$ cat config.mk
export PLATFORM = sky130hd
export DESIGN_NAME = spi_alu_cmd_slave_flat
export DESIGN_NICKNAME = d
export VERILOG_FILES = /design/src/rtl/spi_alu_pkg.sv /design/src/rtl/spi_alu_cmd_slave_if.sv /design/src/rtl/spi_alu_cmd_slave_sync_edge.sv /design/src/rtl/spi_alu_cmd_slave.sv /design/src/flat_wrapper.sv
export SDC_FILE = /design/constraint.sdc
export NUM_CORES = 1
export LEC_CHECK = 0
export CORE_UTILIZATION = 25
export DETAILED_ROUTE_END_ITERATION = 12
export GPL_TIMING_DRIVEN = 0
export PLACE_DENSITY = 0.53
export SYNTH_ARGS = -nofsm -noshare
export SYNTH_HDL_FRONTEND = slang
export SYNTH_SLANG_ARGS = --single-unit
$ cat constraint.sdc
create_clock -name clk -period 2.54 [get_ports clk]
set_input_delay 0.762 -clock clk [delete_from_list [all_inputs] [get_ports clk]]
set_output_delay 0.762 -clock clk [all_outputs]
set_load 0.01 [all_outputs]
$ cat src/rtl/spi_alu_pkg.sv
// Shared types and constants for the SPI command slave that feeds the 4-bit ALU.
package spi_alu_pkg;

    // Command frame: op[1:0], a[3:0], b[3:0], shifted in MSB first.
    localparam int FRAME_BITS = 10;
    localparam int OP_MSB     = 9;
    localparam int A_MSB      = 7;
    localparam int B_MSB      = 3;
    localparam int NIBBLE     = 4;

    typedef enum logic [1:0] {OP_AND, OP_OR, OP_ADD, OP_SUB} alu_op_t;

    typedef enum logic [1:0] {ST_IDLE, ST_SHIFT, ST_APPLY, ST_CAPTURE} state_t;

    // Bit counter wide enough to hold FRAME_BITS; FULL_CNT also marks the drain phase.
    typedef logic [3:0] bit_cnt_t;
    localparam bit_cnt_t LAST_BIT = bit_cnt_t'(FRAME_BITS - 1);
    localparam bit_cnt_t FULL_CNT = bit_cnt_t'(FRAME_BITS);

endpackage

$ cat src/rtl/spi_alu_cmd_slave_if.sv
// SPI pins and ALU operand/result bus of the command slave.
interface spi_alu_cmd_slave_if;
    import spi_alu_pkg::*;

    logic       sclk;
    logic       cs_n;
    logic       mosi;
    logic       miso;
    logic [3:0] alu_a;
    logic [3:0] alu_b;
    alu_op_t    alu_op;
    logic [3:0] alu_out;
    logic       cmd_valid;
    logic       frame_err;
    logic [3:0] result;

    modport slave (
        input  sclk, cs_n, mosi, alu_out,
        output miso, alu_a, alu_b, alu_op, cmd_valid, frame_err, result
    );

    modport master (
        output sclk, cs_n, mosi, alu_out,
        input  miso, alu_a, alu_b, alu_op, cmd_valid, frame_err, result
    );

endinterface

$ cat src/rtl/spi_alu_cmd_slave_sync_edge.sv
// Multi-flop synchronizer for an asynchronous pin with registered edge pulses.
module sync_edge #(
    parameter int   SYNC_STAGES = 2,
    parameter logic RESET_VAL   = 1'b0
) (
    input  logic clk,
    input  logic rst_n,
    input  logic d_i,
    output logic level_o,
    output logic rise_o,
    output logic fall_o
);

    logic [SYNC_STAGES-1:0] sync_q;
    logic                   rise_q;
    logic                   fall_q;

    // Shift the pin through the chain; flag a change as the last stage takes it.
    always_ff @(posedge clk or negedge rst_n) begin
        if (!rst_n) begin
            sync_q <= {SYNC_STAGES{RESET_VAL}};
            rise_q <= 1'b0;
            fall_q <= 1'b0;
        end else begin
            // NOTE: non-blocking everywhere in clocked blocks, so each stage
            // samples the previous stage's old value and the chain really delays.
            sync_q <= {sync_q[SYNC_STAGES-2:0], d_i};
            rise_q <=  sync_q[SYNC_STAGES-2] & ~sync_q[SYNC_STAGES-1];
            fall_q <= ~sync_q[SYNC_STAGES-2] &  sync_q[SYNC_STAGES-1];
        end
    end

    assign level_o = sync_q[SYNC_STAGES-1];
    assign rise_o  = rise_q;
    assign fall_o  = fall_q;

endmodule

$ cat src/rtl/spi_alu_cmd_slave.sv
// SPI mode-0 slave: deserializes {op,a,b} for the ALU and returns its result next frame.
module spi_alu_cmd_slave
    import spi_alu_pkg::*;
#(
    parameter int SYNC_STAGES = 2
) (
    input  logic                clk,
    input  logic                rst_n,
    spi_alu_cmd_slave_if.slave  bus
);

    logic                   sclk_level, sclk_rise, sclk_fall;
    logic                   cs_level, cs_rise, cs_fall;
    logic [SYNC_STAGES-1:0] mosi_sync_q;
    logic                   mosi_s;

    state_t                 state_q;
    bit_cnt_t               count_q;
    logic [FRAME_BITS-1:0]  rx_q;
    logic [FRAME_BITS-1:0]  tx_q;
    logic                   cs_pending_q;
    alu_op_t                alu_op_q;
    logic [3:0]             alu_a_q;
    logic [3:0]             alu_b_q;
    logic [3:0]             result_q;
    logic                   cmd_valid_q;
    logic                   frame_err_q;

    sync_edge #(.SYNC_STAGES(SYNC_STAGES), .RESET_VAL(1'b0)) u_sclk_sync (
        .clk     (clk),
        .rst_n   (rst_n),
        .d_i     (bus.sclk),
        .level_o (sclk_level),
        .rise_o  (sclk_rise),
        .fall_o  (sclk_fall)
    );

    // The cs_n chain resets to "selected": a master still mid-frame after reset
    // then produces no falling edge, so that frame is skipped until cs_n has
    // been seen high and falls again. miso stays 0 meanwhile because tx_q is 0.
    sync_edge #(.SYNC_STAGES(SYNC_STAGES), .RESET_VAL(1'b0)) u_cs_sync (
        .clk     (clk),
        .rst_n   (rst_n),
        .d_i     (bus.cs_n),
        .level_o (cs_level),
        .rise_o  (cs_rise),
        .fall_o  (cs_fall)
    );

    // Plain synchronizer for mosi; it is sampled on detected sclk rises.
    always_ff @(posedge clk or negedge rst_n) begin
        if (!rst_n) mosi_sync_q <= '0;
        else        mosi_sync_q <= {mosi_sync_q[SYNC_STAGES-2:0], bus.mosi};
    end

    assign mosi_s = mosi_sync_q[SYNC_STAGES-1];

    // Frame FSM: shift in the command, apply it, capture the ALU result, drain.
    always_ff @(posedge clk or negedge rst_n) begin
        if (!rst_n) begin
            state_q      <= ST_IDLE;
            count_q      <= '0;
            rx_q         <= '0;
            tx_q         <= '0;
            cs_pending_q <= 1'b0;
            alu_op_q     <= OP_AND;
            alu_a_q      <= '0;
            alu_b_q      <= '0;
            result_q     <= '0;
            cmd_valid_q  <= 1'b0;
            frame_err_q  <= 1'b0;
        end else begin
            cmd_valid_q <= 1'b0;
            frame_err_q <= 1'b0;

            // Remember a select that arrives while busy so IDLE can pick it up.
            if (cs_rise)      cs_pending_q <= 1'b0;
            else if (cs_fall) cs_pending_q <= 1'b1;

            // miso data advances on every master falling edge once a frame is open.
            if (state_q != ST_IDLE && sclk_fall)
                tx_q <= {tx_q[FRAME_BITS-2:0], 1'b0};

            case (state_q)
                ST_IDLE: begin
                    // Mode 0: a frame only opens with sclk at its idle-low level.
                    if ((cs_fall || cs_pending_q) && !sclk_level) begin
                        tx_q         <= {result_q, {(FRAME_BITS-NIBBLE){1'b0}}};
                        count_q      <= '0;
                        cs_pending_q <= 1'b0;
                        state_q      <= ST_SHIFT;
                    end
                end
                ST_SHIFT: begin
                    // The 10th bit wins over a simultaneous deselect.
                    if (sclk_rise && count_q == LAST_BIT) begin
                        rx_q    <= {rx_q[FRAME_BITS-2:0], mosi_s};
                        count_q <= FULL_CNT;
                        state_q <= ST_APPLY;
                    end else if (cs_rise) begin
                        if (count_q != FULL_CNT) frame_err_q <= 1'b1;
                        state_q <= ST_IDLE;
                    end else if (sclk_rise && count_q != FULL_CNT) begin
                        rx_q    <= {rx_q[FRAME_BITS-2:0], mosi_s};
                        count_q <= count_q + 1'b1;
                    end
                end
                ST_APPLY: begin
                    alu_op_q    <= alu_op_t'(rx_q[OP_MSB -: 2]);
                    alu_a_q     <= rx_q[A_MSB -: NIBBLE];
                    alu_b_q     <= rx_q[B_MSB -: NIBBLE];
                    cmd_valid_q <= 1'b1;
                    state_q     <= ST_CAPTURE;
                end
                ST_CAPTURE: begin
                    // Operands have been stable for a full cycle; sample the ALU.
                    result_q <= bus.alu_out;
                    state_q  <= cs_level ? ST_IDLE : ST_SHIFT;
                end
                default: state_q <= ST_IDLE;
            endcase
        end
    end

    assign bus.miso      = ~cs_level & tx_q[FRAME_BITS-1];
    assign bus.alu_op    = alu_op_q;
    assign bus.alu_a     = alu_a_q;
    assign bus.alu_b     = alu_b_q;
    assign bus.result    = result_q;
    assign bus.cmd_valid = cmd_valid_q;
    assign bus.frame_err = frame_err_q;

endmodule

$ cat src/flat_wrapper.sv
// flat-port wrapper written by rule: the top's interface ports become plain ports
module spi_alu_cmd_slave_flat import spi_alu_pkg::*;
#(
    parameter int SYNC_STAGES = 2
)
  (clk, rst_n, bus_sclk, bus_cs_n, bus_mosi, bus_alu_out, bus_miso, bus_alu_a, bus_alu_b, bus_alu_op, bus_cmd_valid, bus_frame_err, bus_result);
  spi_alu_cmd_slave_if bus_i ();
  input  logic clk;
  input  logic rst_n;
  input wire logic [$bits(bus_i.sclk)-1:0] bus_sclk;
  input wire logic [$bits(bus_i.cs_n)-1:0] bus_cs_n;
  input wire logic [$bits(bus_i.mosi)-1:0] bus_mosi;
  input wire logic [$bits(bus_i.alu_out)-1:0] bus_alu_out;
  output wire logic [$bits(bus_i.miso)-1:0] bus_miso;
  output wire logic [$bits(bus_i.alu_a)-1:0] bus_alu_a;
  output wire logic [$bits(bus_i.alu_b)-1:0] bus_alu_b;
  output wire logic [$bits(bus_i.alu_op)-1:0] bus_alu_op;
  output wire logic [$bits(bus_i.cmd_valid)-1:0] bus_cmd_valid;
  output wire logic [$bits(bus_i.frame_err)-1:0] bus_frame_err;
  output wire logic [$bits(bus_i.result)-1:0] bus_result;
  assign bus_i.sclk = bus_sclk;
  assign bus_i.cs_n = bus_cs_n;
  assign bus_i.mosi = bus_mosi;
  assign bus_i.alu_out = bus_alu_out;
  assign bus_miso = bus_i.miso;
  assign bus_alu_a = bus_i.alu_a;
  assign bus_alu_b = bus_i.alu_b;
  assign bus_alu_op = bus_i.alu_op;
  assign bus_cmd_valid = bus_i.cmd_valid;
  assign bus_frame_err = bus_i.frame_err;
  assign bus_result = bus_i.result;
  spi_alu_cmd_slave #(.SYNC_STAGES(SYNC_STAGES)) u_core (.clk(clk), .rst_n(rst_n), .bus(bus_i));
endmodule
==> results_dict.tcl <==
set metrics [dict create \
    status "complete, no violations" \
    synth_top_area_frac 0.6099 \
    syn_avg_cell_area_um2 13.68 \
    async_flop_share 1.000 \
    fp.dieH_um 95.27 \
    cts_tree "done" \
    cts-hold-fix-buffers 0 \
    crit_arrival_ns 1.40 \
    cpPeakStageDelay_ns 0.55 \
    maxCapViolCount 0 \
    yosysWarnings 0 \
    place_hpwl_mm 2.457 \
    synth-seq-cells 53 \
    gr-total-overflow 0 \
    comb_power_share 0.180 \
    cts_buffer_depth 2 \
    fillers 821 \
    stdcell_count 298 \
    synthCells 159 \
    finalSetupViolCount 0 \
    synth_edf_count 0 \
    viasPerCell 4.329 \
    netlist_area_um2 2175 \
    register_area_um2 1326 \
    critPathRequiredTime_ns 1.78 \
    hp-class "register to register" \
    cts.sink_count 53 \
    grt_pass1_vias 1298 \
    hold_viol_final 0 \
    cts-root-buf "clkbuf_8" \
    setup-tns-final_ns 0 \
    ys_seq_area_frac 0.6099 \
    io_buffer_count 25 \
    holdWs_ns 0.3710 \
    p_leak_nw 1.236 \
    critical_path_class "register to primary output" \
    cts.clk_slew.worst_paths_ns 0.09 \
    yosysMostFrequentCell "dfrtp_1" \
    yosysUniqueCellTypes 35 \
    core_area_um2 8299 \
    drtAntennaViolNets 0 \
    die_w_um 95.27 \
    cp-start-kind "register" \
    synthFlopType "dfrtp_1" \
    track_usage 0.08785 \
    drt_iter0_markers 52 \
    first_pass_iters 4 \
    rsz0062_at_grt "false" \
    slowest_stage "clkdlybuf4s50_1" \
    pin_count 26 \
    num_rows 33 \
    final-max-slew-violation-count 0 \
    drive_gt1_frac 0.1865 \
    min_period_over_period 0.8523 \
    max_freq_mhz 461.9 \
    antenna-diode-count 0 \
    place_congestion 0.8011 \
    tightestPinTransition_ns 0.4909 \
    drc 0 \
    cellPowerDensity_nw_per_um2 745.0 \
    cts_made_buffers 5 \
    crit_chain "nor2b_1, clkdlybuf4s50_1" \
    seq_power_share 0.524 \
    finalCriticalPeriod_ns 2.165 \
    swShare 0.2594 \
    syn2layout_area_growth_pct 23.76 \
    peakVddDrop_mv 0.2795 \
    clkLatencyLatePin_ns 0.30 \
    internal_power_mw 1.485 \
    synthesis.nets 171 \
    fin_skew_ns 0.008115 \
    dp_cells 290 \
    grt_max_degree 38 \
    antenna_found_initial 0 \
    slew_headroom 0.6705 \
    wl_per_cell_um 11.78 \
    end_kind "primary output" \
    cts_resized 0 \
    synth_commonest_cells "dfrtp_1 (53), nand2_1 (16), mux2_1 (9), mux2_4 (9), nor2b_1 (9)" \
    multi_input_area_um2 789.5 \
    p_clk_frac 0.295 \
    p_switching_mw 0.5202 \
    via_count 1290 \
    yosys-top-cells-area "dfrtp_1 (61%), mux2_4 (6.2%), mux2_1 (4.7%), mux2_2 (3.1%), nand2_1 (2.8%)" \
    htreeDepth 2 \
    yosysTopAreaCell "dfrtp_1" \
    nets 204 \
    dieArea_um2 9075 \
    critPathMaxFanout 4 \
    grt_pass1_wl_mm 6.099 \
    post_cts_buffers 0 \
    routed_wl_mm 3.511 \
    start_util 0.2620 \
]
placed cells by master, fill, tap and decap left out, types with 2 or more instances in the layout:
| master | count |
|---|---|
| clkdlybuf4s50_1 | 24 |
| inv_1 | 3 |
| clkbuf_8 | 6 |
| o21a_1 | 2 |
| nor2b_1 | 9 |
| mux2_2 | 6 |
| a22o_1 | 4 |
| buf_12 | 2 |
| a21o_1 | 4 |
| nand2_1 | 16 |
| and3_1 | 3 |
| o22ai_1 | 2 |
| mux2_4 | 9 |
| ha_1 | 3 |
| o21ai_1 | 5 |
| nor3_1 | 3 |
| nor2_1 | 5 |
| buf_2 | 5 |
| dfrtp_1 | 53 |
| mux2_1 | 9 |
| a21oi_1 | 2 |
stage by stage:
step	cell area, um^2	power (mW)	setup WS (ns)	utilization
global placement	2556	1.425	-0.9934	0.3080
global route	2691	2.127	0.2581	0.3243
floorplan	2175	1.317	0.7756	-
finish	2691	2.005	0.3752	0.3243
detailed placement	2571	1.438	0.6544	0.3098
CTS	2691	2.044	0.3239	0.3243
registers in the layout, summed over array words and instances (netlist names), named ones only:
signal / flops
u_core.u_cs_sync.rise_o: 1
u_core.u_cs_sync.sync_q: 2
u_core.u_sclk_sync.fall_o: 1
u_core.bus.cmd_valid: 1
u_core.bus.alu_b: 4
u_core.mosi_sync_q: 2
u_core.u_sclk_sync.rise_o: 1
u_core.count_q: 4
u_core.tx_q: 10
u_core.u_sclk_sync.sync_q: 2
u_core.bus.frame_err: 1
u_core.bus.alu_op: 2
u_core.state_q: 1
u_core.bus.alu_a: 4
u_core.u_cs_sync.fall_o: 1
u_core.bus.result: 4
u_core.rx_q: 10
u_core.cs_pending_q: 1
power groups by stage:
stage / Combinational (mW) / Clock [mW] / Sequential, mW
after floorplan: 0.270 / 0 / 1.05
after global placement: 0.357 / 0 / 1.07
after detailed placement: 0.369 / 0 / 1.07
after CTS: 0.369 / 0.621 / 1.05
after global routing: 0.407 / 0.649 / 1.07
final: 0.362 / 0.592 / 1.05
kinds of logic after synthesis:
group | synth area share
flops | 0.6099
simple gates | 0.1272
compound gates | 0.07882
mux | 0.1398
buf+inv | 0.02704
fa+ha+maj | 0.01726
layer usage:
layer	track usage	routed length (um)
met3	0.02951	116
met1	0.1180	1768
met2	0.1315	1586
met5	0	0
met4	0.03030	40
critical path: cells and delay by family, from the launching register on:
kind / cells / cell delay, ns
and+or+nand+nor: 1 / 0.14
DFF: 1 / 0.42
buffers and inverters: 1 / 0.55
final cells by class:
| class | count | share of cell area |
|---|---|---|
| Clock inverter | 2 | 0.01395 |
| Timing Repair Buffer | 26 | 0.09856 |
| Clock buffer | 6 | 0.03068 |
| Inverter | 3 | 0.004184 |
| Sequential cell | 53 | 0.4928 |
| Multi-Input combinational cell | 97 | 0.2934 |
| Tap cell | 105 | 0.04881 |
| Buffer | 6 | 0.01767 |
final timing paths:
| kind | startpoint | to | slack (ns) | cells past startpoint |
|---|---|---|---|---|
| max | u_core.u_cs_sync.sync_q[1] | bus_miso | 0.38 | 2 |
| max in group asynchronous | rst_n | u_core.rx_q[1] | 1.63 | 2 |
| min in group asynchronous | rst_n | u_core.u_cs_sync.sync_q[0] | 0.38 | 1 |
| max reg2reg | u_core.count_q[0] | u_core.rx_q[1] | 0.65 | 7 |
| min reg2reg | u_core.mosi_sync_q[0] | u_core.mosi_sync_q[1] | 0.37 | 0 |
| min | u_core.mosi_sync_q[0] | u_core.mosi_sync_q[1] | 0.37 | 0 |
Power figures use the tool's default switching activity.
